File: config.mk
export PLATFORM = sky130hd
export DESIGN_NAME = vga_fb_arbiter_flat
export DESIGN_NICKNAME = d
export VERILOG_FILES = /design/src/rtl/vga_pkg.sv /design/src/rtl/vga_fb_arbiter_if.sv /design/src/rtl/vga_fb_addr.sv /design/src/rtl/vga_fb_arbiter.sv /design/src/flat_wrapper.sv
export SDC_FILE = /design/constraint.sdc
export NUM_CORES = 1
export LEC_CHECK = 0
export BUFFER_PORTS_ARGS = -buffer_cell sky130_fd_sc_hd__buf_2
export CAP_MARGIN = 0
export CELL_PAD_IN_SITES_DETAIL_PLACEMENT = 0
export CELL_PAD_IN_SITES_GLOBAL_PLACEMENT = 1
export CORE_ASPECT_RATIO = 1.1
export CORE_MARGIN = 2
export CORE_UTILIZATION = 42
export DETAILED_ROUTE_END_ITERATION = 8
export GPL_TIMING_DRIVEN = 0
export PLACE_DENSITY_LB_ADDON = 0.08
export SLEW_MARGIN = 15
export SYNTH_ARGS = -nofsm -noshare
export SYNTH_HDL_FRONTEND = slang
export SYNTH_SLANG_ARGS = --single-unit
File: constraint.sdc
create_clock -name clk25 -period 4.1 [get_ports clk25]
set_input_delay 0.82 -clock clk25 [delete_from_list [all_inputs] [get_ports clk25]]
set_output_delay 0.82 -clock clk25 [all_outputs]
set_load 0.01 [all_outputs]
File: src/rtl/vga_pkg.sv
// Shared constants and enums for the VGA framebuffer arbiter slice.
package vga_pkg;

    // 640x480 display timing space
    localparam int unsigned H_ACTIVE = 640;
    localparam int unsigned V_ACTIVE = 480;
    localparam int unsigned DISP_COORD_W = 10;

    localparam int unsigned DEF_FB_W        = 160;
    localparam int unsigned DEF_FB_H        = 120;
    localparam int unsigned DEF_SCALE_SHIFT = 2;
    localparam int unsigned DEF_DATA_W      = 8;
    localparam int unsigned DEF_ADDR_W      = 15;

    localparam int unsigned WR_X_W = 8;
    localparam int unsigned WR_Y_W = 7;

    typedef enum logic {
        IDLE  = 1'b0,
        CLEAR = 1'b1
    } state_t;

    typedef enum logic [1:0] {
        SRC_NONE = 2'd0,
        SRC_DISP = 2'd1,
        SRC_CLR  = 2'd2,
        SRC_WR   = 2'd3
    } src_t;

endpackage

File: src/rtl/vga_fb_arbiter_if.sv
// Scan-out, writer, clear-control and RAM port signals of the framebuffer arbiter.
interface vga_fb_arbiter_if
    import vga_pkg::*;
#(
    parameter int unsigned DATA_W = DEF_DATA_W,
    parameter int unsigned ADDR_W = DEF_ADDR_W
);
    logic                    disp_req;
    logic [DISP_COORD_W-1:0] disp_addrH;
    logic [DISP_COORD_W-1:0] disp_addrV;
    logic                    pix_valid;
    logic [DATA_W-1:0]       pix_data;

    logic                    wr_valid;
    logic                    wr_ready;
    logic [WR_X_W-1:0]       wr_x;
    logic [WR_Y_W-1:0]       wr_y;
    logic [DATA_W-1:0]       wr_data;

    logic                    clr_start;
    logic [DATA_W-1:0]       clr_color;
    logic                    clr_busy;
    logic                    clr_done;
    logic                    wr_oob;

    logic                    mem_en;
    logic                    mem_we;
    logic [ADDR_W-1:0]       mem_addr;
    logic [DATA_W-1:0]       mem_wdata;
    logic [DATA_W-1:0]       mem_rdata;

    // arbiter side
    modport slave (
        input  disp_req, disp_addrH, disp_addrV,
        output pix_valid, pix_data,
        input  wr_valid, wr_x, wr_y, wr_data,
        output wr_ready,
        input  clr_start, clr_color,
        output clr_busy, clr_done, wr_oob,
        output mem_en, mem_we, mem_addr, mem_wdata,
        input  mem_rdata
    );

    // timing generator / writer / RAM side
    modport master (
        output disp_req, disp_addrH, disp_addrV,
        input  pix_valid, pix_data,
        output wr_valid, wr_x, wr_y, wr_data,
        input  wr_ready,
        output clr_start, clr_color,
        input  clr_busy, clr_done, wr_oob,
        input  mem_en, mem_we, mem_addr, mem_wdata,
        output mem_rdata
    );

endinterface

File: src/rtl/vga_fb_addr.sv
// Combinational (x,y) to linear framebuffer address with downscale and range flag.
module vga_fb_addr #(
    parameter int unsigned X_W    = 10,
    parameter int unsigned Y_W    = 10,
    parameter int unsigned SHIFT  = 2,
    parameter int unsigned FB_W   = 160,
    parameter int unsigned FB_H   = 120,
    parameter int unsigned ADDR_W = 15
) (
    input  logic [X_W-1:0]    x,
    input  logic [Y_W-1:0]    y,
    output logic [ADDR_W-1:0] addr,
    output logic              in_range
);

    logic [X_W-1:0] fx;
    logic [Y_W-1:0] fy;

    assign fx = x >> SHIFT;
    assign fy = y >> SHIFT;

    // 160 = 128 + 32, so the common width needs only two shifts and adds
    generate
        if (FB_W == 160) begin : g_shift_add
            assign addr = (ADDR_W'(fy) << 7) + (ADDR_W'(fy) << 5) + ADDR_W'(fx);
        end else begin : g_generic
            assign addr = ADDR_W'(ADDR_W'(fy) * ADDR_W'(FB_W)) + ADDR_W'(fx);
        end
    endgenerate

    assign in_range = (32'(fx) < FB_W) && (32'(fy) < FB_H);

endmodule

File: src/rtl/vga_fb_arbiter.sv
// Single-port framebuffer arbiter: scan-out fetch has priority, then the clear
// engine, then the pixel writer; one registered RAM slot per cycle.
module vga_fb_arbiter
    import vga_pkg::*;
#(
    parameter int unsigned FB_W        = DEF_FB_W,
    parameter int unsigned FB_H        = DEF_FB_H,
    parameter int unsigned SCALE_SHIFT = DEF_SCALE_SHIFT,
    parameter int unsigned DATA_W      = DEF_DATA_W,
    parameter int unsigned ADDR_W      = DEF_ADDR_W
) (
    input  logic            clk25,
    input  logic            rst,
    vga_fb_arbiter_if.slave bus
);

    localparam int unsigned       FB_SIZE   = FB_W * FB_H;
    localparam logic [ADDR_W-1:0] LAST_ADDR = ADDR_W'(FB_SIZE - 1);

    logic [ADDR_W-1:0] disp_lin;
    logic              disp_in;
    logic [ADDR_W-1:0] wr_lin;
    logic              wr_in;

    state_t            state_q, state_d;
    src_t              src;
    logic [ADDR_W-1:0] cnt_q, cnt_d;
    logic [DATA_W-1:0] color_q, color_d;
    logic              oob_set;
    logic              done_d;

    logic              fetch_v1, fetch_oob1, fetch_oob2;

    vga_fb_addr #(
        .X_W(DISP_COORD_W), .Y_W(DISP_COORD_W), .SHIFT(SCALE_SHIFT),
        .FB_W(FB_W), .FB_H(FB_H), .ADDR_W(ADDR_W)
    ) u_disp_addr (
        .x(bus.disp_addrH), .y(bus.disp_addrV), .addr(disp_lin), .in_range(disp_in)
    );

    vga_fb_addr #(
        .X_W(WR_X_W), .Y_W(WR_Y_W), .SHIFT(0),
        .FB_W(FB_W), .FB_H(FB_H), .ADDR_W(ADDR_W)
    ) u_wr_addr (
        .x(bus.wr_x), .y(bus.wr_y), .addr(wr_lin), .in_range(wr_in)
    );

    // Next state, slot arbitration and writer handshake
    always_comb begin
        state_d      = state_q;
        cnt_d        = cnt_q;
        color_d      = color_q;
        src          = SRC_NONE;
        oob_set      = 1'b0;
        done_d       = 1'b0;
        bus.wr_ready = 1'b0;

        case (state_q)
            IDLE: begin
                bus.wr_ready = !bus.disp_req;
                if (bus.disp_req) begin
                    if (disp_in) src = SRC_DISP;
                end else if (bus.wr_valid) begin
                    if (wr_in) src = SRC_WR;
                    else       oob_set = 1'b1;
                end
                // a write in the same cycle still goes through; clearing starts next cycle
                if (bus.clr_start) begin
                    color_d = bus.clr_color;
                    cnt_d   = '0;
                    state_d = CLEAR;
                end
            end
            CLEAR: begin
                // a scan-out cycle stalls the counter rather than skipping an address
                if (bus.disp_req) begin
                    if (disp_in) src = SRC_DISP;
                end else begin
                    src   = SRC_CLR;
                    cnt_d = cnt_q + ADDR_W'(1);
                    if (cnt_q == LAST_ADDR) begin
                        done_d  = 1'b1;
                        state_d = IDLE;
                    end
                end
            end
            default: state_d = IDLE;
        endcase
    end

    // FSM and clear-engine registers
    always_ff @(posedge clk25 or posedge rst) begin
        if (rst) begin
            state_q      <= IDLE;
            cnt_q        <= '0;
            color_q      <= '0;
            bus.clr_busy <= 1'b0;
            bus.clr_done <= 1'b0;
            bus.wr_oob   <= 1'b0;
        end else begin
            state_q      <= state_d;
            cnt_q        <= cnt_d;
            color_q      <= color_d;
            bus.clr_busy <= (state_d == CLEAR);
            bus.clr_done <= done_d;
            bus.wr_oob   <= bus.wr_oob | oob_set;
        end
    end

    // RAM port; address and data hold on idle slots
    always_ff @(posedge clk25 or posedge rst) begin
        if (rst) begin
            bus.mem_en    <= 1'b0;
            bus.mem_we    <= 1'b0;
            bus.mem_addr  <= '0;
            bus.mem_wdata <= '0;
        end else begin
            bus.mem_en <= (src != SRC_NONE);
            bus.mem_we <= (src == SRC_CLR) || (src == SRC_WR);
            case (src)
                SRC_DISP: bus.mem_addr <= disp_lin;
                SRC_CLR: begin
                    bus.mem_addr  <= cnt_q;
                    bus.mem_wdata <= color_q;
                end
                SRC_WR: begin
                    bus.mem_addr  <= wr_lin;
                    bus.mem_wdata <= bus.wr_data;
                end
                default: ;
            endcase
        end
    end

    // Two-stage fetch tag pipeline matching the RAM read latency
    always_ff @(posedge clk25 or posedge rst) begin
        if (rst) begin
            fetch_v1      <= 1'b0;
            fetch_oob1    <= 1'b0;
            bus.pix_valid <= 1'b0;
            fetch_oob2    <= 1'b0;
        end else begin
            fetch_v1      <= bus.disp_req;
            fetch_oob1    <= bus.disp_req && !disp_in;
            bus.pix_valid <= fetch_v1;
            fetch_oob2    <= fetch_oob1;
        end
    end

    // RAM output register feeds the pixel directly; out-of-range fetches read as 0
    assign bus.pix_data = (bus.pix_valid && !fetch_oob2) ? bus.mem_rdata : '0;

endmodule

File: src/flat_wrapper.sv
// flat-port wrapper written by rule: the top's interface ports become plain ports
module vga_fb_arbiter_flat import vga_pkg::*;
#(
    parameter int unsigned FB_W        = DEF_FB_W,
    parameter int unsigned FB_H        = DEF_FB_H,
    parameter int unsigned SCALE_SHIFT = DEF_SCALE_SHIFT,
    parameter int unsigned DATA_W      = DEF_DATA_W,
    parameter int unsigned ADDR_W      = DEF_ADDR_W
)
  (clk25, rst, bus_disp_req, bus_disp_addrH, bus_disp_addrV, bus_pix_valid, bus_pix_data, bus_wr_valid, bus_wr_x, bus_wr_y, bus_wr_data, bus_wr_ready, bus_clr_start, bus_clr_color, bus_clr_busy, bus_clr_done, bus_wr_oob, bus_mem_en, bus_mem_we, bus_mem_addr, bus_mem_wdata, bus_mem_rdata);
  vga_fb_arbiter_if #(.DATA_W(DATA_W), .ADDR_W(ADDR_W)) bus_i ();
  input  logic clk25;
  input  logic rst;
  input wire logic [$bits(bus_i.disp_req)-1:0] bus_disp_req;
  input wire logic [$bits(bus_i.disp_addrH)-1:0] bus_disp_addrH;
  input wire logic [$bits(bus_i.disp_addrV)-1:0] bus_disp_addrV;
  output wire logic [$bits(bus_i.pix_valid)-1:0] bus_pix_valid;
  output wire logic [$bits(bus_i.pix_data)-1:0] bus_pix_data;
  input wire logic [$bits(bus_i.wr_valid)-1:0] bus_wr_valid;
  input wire logic [$bits(bus_i.wr_x)-1:0] bus_wr_x;
  input wire logic [$bits(bus_i.wr_y)-1:0] bus_wr_y;
  input wire logic [$bits(bus_i.wr_data)-1:0] bus_wr_data;
  output wire logic [$bits(bus_i.wr_ready)-1:0] bus_wr_ready;
  input wire logic [$bits(bus_i.clr_start)-1:0] bus_clr_start;
  input wire logic [$bits(bus_i.clr_color)-1:0] bus_clr_color;
  output wire logic [$bits(bus_i.clr_busy)-1:0] bus_clr_busy;
  output wire logic [$bits(bus_i.clr_done)-1:0] bus_clr_done;
  output wire logic [$bits(bus_i.wr_oob)-1:0] bus_wr_oob;
  output wire logic [$bits(bus_i.mem_en)-1:0] bus_mem_en;
  output wire logic [$bits(bus_i.mem_we)-1:0] bus_mem_we;
  output wire logic [$bits(bus_i.mem_addr)-1:0] bus_mem_addr;
  output wire logic [$bits(bus_i.mem_wdata)-1:0] bus_mem_wdata;
  input wire logic [$bits(bus_i.mem_rdata)-1:0] bus_mem_rdata;
  assign bus_i.disp_req = bus_disp_req;
  assign bus_i.disp_addrH = bus_disp_addrH;
  assign bus_i.disp_addrV = bus_disp_addrV;
  assign bus_pix_valid = bus_i.pix_valid;
  assign bus_pix_data = bus_i.pix_data;
  assign bus_i.wr_valid = bus_wr_valid;
  assign bus_i.wr_x = bus_wr_x;
  assign bus_i.wr_y = bus_wr_y;
  assign bus_i.wr_data = bus_wr_data;
  assign bus_wr_ready = bus_i.wr_ready;
  assign bus_i.clr_start = bus_clr_start;
  assign bus_i.clr_color = bus_clr_color;
  assign bus_clr_busy = bus_i.clr_busy;
  assign bus_clr_done = bus_i.clr_done;
  assign bus_wr_oob = bus_i.wr_oob;
  assign bus_mem_en = bus_i.mem_en;
  assign bus_mem_we = bus_i.mem_we;
  assign bus_mem_addr = bus_i.mem_addr;
  assign bus_mem_wdata = bus_i.mem_wdata;
  assign bus_i.mem_rdata = bus_mem_rdata;
  vga_fb_arbiter #(.FB_W(FB_W), .FB_H(FB_H), .SCALE_SHIFT(SCALE_SHIFT), .DATA_W(DATA_W), .ADDR_W(ADDR_W)) u_core (.clk25(clk25), .rst(rst), .bus(bus_i));
endmodule
==> results of run 1 <==
kinds of logic (layout without fill, tap and decap cells):
family                   after synthesis  after routing  synth area share, %
AND/OR/NAND/NOR                      107            107                 16.1
AO/OA/AOI/OAI                         98             98                 20.5
flip-flops                            55             55                 40.7
adder cells (fa/ha/maj)               33             33                 13.1
buffers and inverters                 20            126                 3.03
multiplexers                          18             18                 5.62
XOR/XNOR                               4              4                 1.04
critical path: stages:
cell and delay, ns:
buf_2 0.12, fa_1 0.53, fa_1 0.49, a211o_1 0.35, a211oi_1 0.28, o21bai_1 0.12, a211oi_1 0.30, o2bb2ai_1 0.11
worst max path at each step:
stage / cells past startpoint / slack (ns) / from / end
floorplan: 7 / 1.17 / bus_disp_addrV[2] / u_core.bus.mem_addr[14]
global placement: 8 / 0.86 / bus_disp_addrV[2] / u_core.bus.mem_addr[14]
detailed placement: 8 / 0.84 / bus_disp_addrV[2] / u_core.bus.mem_addr[14]
CTS: 8 / 1.18 / bus_disp_addrV[2] / u_core.bus.mem_addr[14]
global route: 8 / 1.02 / bus_disp_addrV[2] / u_core.bus.mem_addr[14]
finish: 8 / 1.17 / bus_disp_addrV[2] / u_core.bus.mem_addr[14]
registers in the layout (all words and copies together), names as in the netlist:
register	count
u_core.bus.mem_addr	15
u_core.cnt_q	15
u_core.bus.mem_wdata	8
u_core.color_q	8
u_core.bus.clr_busy	1
u_core.bus.clr_done	1
u_core.bus.mem_en	1
u_core.bus.mem_we	1
u_core.bus.pix_valid	1
u_core.bus.wr_oob	1
u_core.fetch_oob1	1
u_core.fetch_oob2	1
u_core.fetch_v1	1
power by group through the flow:
stage,logic (uW),clock network (uW),registers (uW)
CTS,381,313,661
finish,375,306,661
global placement,371,0,669
detailed placement,379,0,672
global route,427,337,672
floorplan,222,0,680
layout make-up:
| type | count | area [um^2] |
|---|---|---|
| inverter | 10 | 37.5 |
| multi-input combinational | 260 | 1900 |
| clock buffer | 5 | 68.8 |
| clock inverter | 3 | 22.5 |
| fill | 762 | 3750 |
| buffer | 10 | 65.1 |
| tap | 108 | 135 |
| sequential | 55 | 1380 |
| timing repair buffer | 98 | 505 |
through the flow:
stage,cells,power (uW),utilization [%],hold slack (ns),setup slack [ns]
final,549,1340,52.3,0.355,1.17
after global routing,549,1440,52.3,0.374,1.02
after CTS,549,1350,52.3,0.363,1.18
after detailed placement,541,1050,51.1,0.338,0.844
after global placement,540,1040,50.9,0.333,0.855
after floorplan,335,902,-,0.331,1.17
metal layers:
| layer | vias to the layer above | wire length (um) |
|---|---|---|
| li1 | 1471 | - |
| met1 | 1455 | 3970 |
| met2 | 63 | 4340 |
| met3 | 4 | 316 |
| met4 | 0 | 65 |
| met5 | - | 0 |
synthesized netlist by cell type (4+ instances only):
master	count	area (um^2)
mux2i_1	10	100
inv_1	7	26.3
o21ai_0	19	95.1
a21oi_1	10	50.1
nand4_1	5	31.3
fa_1	4	80.1
buf_4	4	30.0
nand3_1	22	110
a22oi_1	16	120
a21o_1	6	45.0
dfrtp_1	55	1380
and2_1	8	50.1
ha_1	29	363
nand2_1	19	71.3
a221oi_1	10	87.6
nor3_1	4	20.0
and3_1	5	31.3
buf_2	4	20.0
a211oi_1	7	52.6
nor2_1	30	113
mux2_2	8	90.1
o21bai_1	5	37.5
o21ai_1	4	20.0
==> impl_metrics.env, run 1 <==
export IMPL_status="finished clean"
export IMPL_r2r_cells=7
export IMPL_final_setup_tns_ns=0
export IMPL_core_area_um2=7870
export IMPL_finalSetupViolations=0
export IMPL_power_frac_clock_pct=22.8
export IMPL_power_density_nw_per_um2=326
export IMPL_cp_required_ns=4.29
export IMPL_cts_setup_buffers=0
export IMPL_synth_seq_cells=55
export IMPL_p_leak_uw=0.00208
export IMPL_use_met3_pct=2.54
export IMPL_die_h_um=98.1
export IMPL_p_int_uw=901
export IMPL_final_nets=537
export IMPL_end_kind="flop"
export IMPL_cts_max_path_buffers=2
export IMPL_yosysWarnings=0
export IMPL_antenna_found_initial=0
export IMPL_fin_worst_skew_ns=0.0202
export IMPL_hp_start="u_core.fetch_oob1"
export IMPL_gr_total_overflow=0
export IMPL_crit_type="input pin to flop"
export IMPL_relSlewSlack_pct=67.8
export IMPL_drt_total_wl_um=8690
export IMPL_portBuffers=97
export IMPL_cap_violations=0
export IMPL_route_detailed_wl_per_inst_um=15.8
export IMPL_die_area_um2=8790
export IMPL_start_util_pct=43.0
export IMPL_ir_worst_vdd_uv=202
export IMPL_numCtsBuffers=5
export IMPL_rows=34
export IMPL_clk_pin_slew_ns=0.11
export IMPL_hp_class="flop to flop"
export IMPL_hold_buffers=0
export IMPL_postPlaceCellArea_um2=4020
export IMPL_dpl_hpwl_um=6970
export IMPL_grt_pass1_wl_um=14200
export IMPL_area_growth_pct=21.6
export IMPL_ys_async_sr_fraction_pct=100
export IMPL_clkSinkCount=55
export IMPL_pin_count=102
export IMPL_gp_congestion=0.846
export IMPL_die_w_um=89.6
export IMPL_synth_avg_cell_area_um2=10.1
export IMPL_ff2ff_setup_slack_ns=2.37
export IMPL_diodes=0
export IMPL_path_max_fanout=3
export IMPL_min_to="u_core.fetch_oob2"
export IMPL_critPathArrivalTime_ns=3.11
export IMPL_vias_per_cell=5.45
export IMPL_vias=2993
export IMPL_cts_tree="built"
export IMPL_grt_max_degree=37
export IMPL_final_hold_viol_count=0
export IMPL_synth_edff_count=0
export IMPL_root_buffer="clkbuf_8"
export IMPL_grt_busiest_layer="met2"
export IMPL_fin_crit_ns=2.93
export IMPL_seq_power_share_pct=49.3
export IMPL_net_switching_power_uw=441
export IMPL_fin_area_um2=4120
export IMPL_synthFlopType="dfrtp_1"
export IMPL_slew_violations=0
export IMPL_synth_fp_nets=432
export IMPL_rsz0062_at_grt="false"
export IMPL_final_common_cell="buf_2"
export IMPL_grt_pass1_vias=2904
export IMPL_clock_latency_ns=0.31
export IMPL_period_share_pct=71.4
export IMPL_dr_first_iter_drc_count=114
export IMPL_antenna_left=0
export IMPL_track_usage_pct=20.5
export IMPL_grt_util_met1_pct=27.4
export IMPL_drive_gt1_share_pct=29.7
export IMPL_start_kind="input pin"
export IMPL_drc=0
export IMPL_use_met2_pct=35.1
export IMPL_ys_seq_area_share_pct=40.7
export IMPL_power_frac_comb_pct=28.0
export IMPL_yosysUniqueCellTypes=56
export IMPL_cts_resized=0
export IMPL_netlist_instances=335
export IMPL_swShare_pct=32.8
export IMPL_synth_cell_area_um2=3380
export IMPL_rr_startpoint="u_core.bus.clr_busy"
export IMPL_worstHoldPathCells=0
export IMPL_dr_pass1_iters=4
export IMPL_tightest_slew_ns=0.482
export IMPL_r2r_end="u_core.bus.mem_addr[12]"
export IMPL_layout_common_cells="101 x buf_2, 55 x dfrtp_1, 30 x nor2_1"
export IMPL_fmax_mhz=342
export IMPL_cts_htree_levels=2
Note: power is estimated with default switching activity, not from simulation.
==> run 2, diff against run 1 <==
--- a/config.mk
+++ b/config.mk
@@ -11,7 +11,7 @@
 export CELL_PAD_IN_SITES_GLOBAL_PLACEMENT = 1
 export CORE_ASPECT_RATIO = 1.1
 export CORE_MARGIN = 2
-export CORE_UTILIZATION = 42
+export CORE_UTILIZATION = 35
 export DETAILED_ROUTE_END_ITERATION = 8
 export GPL_TIMING_DRIVEN = 0
 export PLACE_DENSITY_LB_ADDON = 0.08
==> constraint.sdc (replaced) <==
create_clock -name clk25 -period 2.45 [get_ports clk25]
set_input_delay 0.49 -clock clk25 [delete_from_list [all_inputs] [get_ports clk25]]
set_output_delay 0.49 -clock clk25 [all_outputs]
set_load 0.01 [all_outputs]
==> run 2 against run 1 <==
Effect of this change:
- register-to-register slack lost 1.7 ns
- largest power group unchanged
- wire length up 7.5%
- global-route usage decreased by 2.5 points
- die area grew 19%
- highest routed layer unchanged
- sequential cell count unchanged
- critical endpoint unchanged
- worst hold slack got worse by 0.081 ns
- critical path depth is 1 higher
- worst setup slack got worse by 1.1 ns
- via count is 0.43% lower
- total power is 70% higher
- sequential power increased by 68%
- clock power up 75%
==> impl_metrics.env, run 2 (synthesis gave the netlist of run 1 again) <==
export IMPL_status="finished clean"
export IMPL_dpl_hpwl_um=7250
export IMPL_grt_max_degree=56
export IMPL_layout_common_cells="101 x buf_2, 55 x dfrtp_1, 30 x nor2_1"
export IMPL_period_share_pct=95.9
export IMPL_gp_congestion=0.774
export IMPL_use_met3_pct=2.87
export IMPL_die_h_um=107
export IMPL_antenna_found_initial=0
export IMPL_cp_required_ns=2.66
export IMPL_drive_gt1_share_pct=30.7
export IMPL_vias_per_cell=5.35
export IMPL_cts_tree="built"
export IMPL_clk_pin_slew_ns=0.11
export IMPL_area_growth_pct=22.0
export IMPL_r2r_cells=6
export IMPL_root_buffer="clkbuf_8"
export IMPL_relSlewSlack_pct=53.7
export IMPL_power_density_nw_per_um2=552
export IMPL_gr_total_overflow=0
export IMPL_ir_worst_vdd_uv=315
export IMPL_clkSinkCount=55
export IMPL_drc=0
export IMPL_dr_pass1_iters=6
export IMPL_die_area_um2=10500
export IMPL_pin_count=102
export IMPL_r2r_end="u_core.bus.mem_addr[9]"
export IMPL_final_nets=536
export IMPL_final_hold_viol_count=0
export IMPL_final_common_cell="buf_2"
export IMPL_p_leak_uw=0.00207
export IMPL_tightest_slew_ns=0.695
export IMPL_critPathArrivalTime_ns=2.56
export IMPL_max_stage_delay_ns=0.42
export IMPL_hp_class="input pin to async pin"
export IMPL_track_usage_pct=18.0
export IMPL_rsz0062_at_grt="false"
export IMPL_route_detailed_wl_per_inst_um=16.8
export IMPL_path_max_fanout=3
export IMPL_largest_registers="u_core.bus.mem_addr x15, u_core.cnt_q x15"
export IMPL_ff2ff_setup_slack_ns=0.65
export IMPL_hold_buffers=0
export IMPL_use_met2_pct=31.4
export IMPL_die_w_um=97.7
export IMPL_holdWs_ns=0.274
export IMPL_rr_startpoint="u_core.bus.clr_busy"
export IMPL_grt_pass1_wl_um=15200
export IMPL_dr_first_iter_drc_count=167
export IMPL_vias=2980
export IMPL_rows=37
export IMPL_drt_total_wl_um=9340
export IMPL_cts_htree_levels=2
export IMPL_grt_util_met1_pct=23.8
export IMPL_portBuffers=97
export IMPL_fin_worst_skew_ns=0.0107
export IMPL_start_util_pct=36.0
export IMPL_grt_busiest_layer="met2"
export IMPL_fin_area_um2=4130
export IMPL_slew_violations=0
export IMPL_finalSetupViolations=0
export IMPL_slowest_stage="fa_2"
export IMPL_cp_cell_sequence="buf_2 -> ha_1 -> ha_1 -> fa_2 -> a211o_1 -> a211oi_2 -> o21bai_1 -> a211oi_2 -> o2bb2ai_1"
export IMPL_postPlaceCellArea_um2=4030
export IMPL_end_kind="flop"
export IMPL_numCtsBuffers=5
export IMPL_cts_setup_buffers=0
export IMPL_diodes=0
export IMPL_clock_latency_ns=0.31
export IMPL_grt_pass1_vias=2966
export IMPL_fmax_mhz=426
export IMPL_cts_max_path_buffers=2
export IMPL_fillCellCount=961
export IMPL_cap_violations=0
export IMPL_crit_type="input pin to flop"
export IMPL_start_kind="input pin"
export IMPL_fin_crit_ns=2.35
export IMPL_antenna_left=0
export IMPL_core_area_um2=9400
## run 2: cell count changes in the layout (fill, tap and decap cells not counted)
| cell | delta |
|---|---|
| a211oi_1 | -3 |
| a211oi_2 | +3 |
| fa_1 | -2 |
| fa_2 | +2 |
| buf_12 | -1 |
| inv_2 | -1 |
| inv_4 | +1 |
## run 2: per-layer routing
metal / vias up / share of wire (%)
met5: - / 0
li1: 1477 / -
met2: 68 / 49
met4: 0 / 1.0
met1: 1428 / 47
met3: 7 / 3.8
## run 2: timing repair
item | 4_1_cts | 5_1_grt
endpoints found under the hold margin | 0 | 0
gates resized for setup | 0 | 2
setup endpoints to repair | 0 | 2
## run 2: worst max-delay path by stage
stage                                  from                 endpoint
after floorplan           bus_disp_addrV[3]  u_core.bus.mem_addr[14]
after global placement    bus_disp_addrV[3]  u_core.bus.mem_addr[14]
after detailed placement  bus_disp_addrV[3]  u_core.bus.mem_addr[14]
after CTS                 bus_disp_addrV[3]  u_core.bus.mem_addr[14]
after global routing      bus_disp_addrV[3]  u_core.bus.mem_addr[14]
final                     bus_disp_addrV[3]  u_core.bus.mem_addr[14]
## run 2: metrics by stage
stage	worst slack [ns]	util, %	power (uW)	setup TNS (ns)	instances
floorplan	-0.00256	-	1510	-0.00256	335
CTS	0.0605	43.9	2300	0	557
global placement	-0.273	42.9	1760	-12.33	549
global route	0.0312	43.9	2430	0	557
detailed placement	-0.278	42.9	1770	-0.700	549
finish	0.100	43.9	2280	0	557
## run 2: power by group
part / switching [uW] / internal, uW
Clock: 329 / 206
Combinational: 352 / 287
Sequential: 87.3 / 1020
Total: 768 / 1510
## run 2: layout make-up
cell class / instances / area, um^2 / area share (%)
buffer: 10 / 65.1 / 1.58
clock buffer: 5 / 68.8 / 1.67
multi-input combinational: 260 / 1920 / 46.6
timing repair buffer: 97 / 485 / 11.8
inverter: 10 / 40.0 / 0.970
tap: 117 / 146 / 3.55
clock inverter: 3 / 22.5 / 0.545
sequential: 55 / 1380 / 33.3
## run 2: critical path, delay by kind of cell
kind            cells  cell delay, ns
fa+ha+maj           3            0.94
compound gates      5            1.01
buf+inv             1            0.11
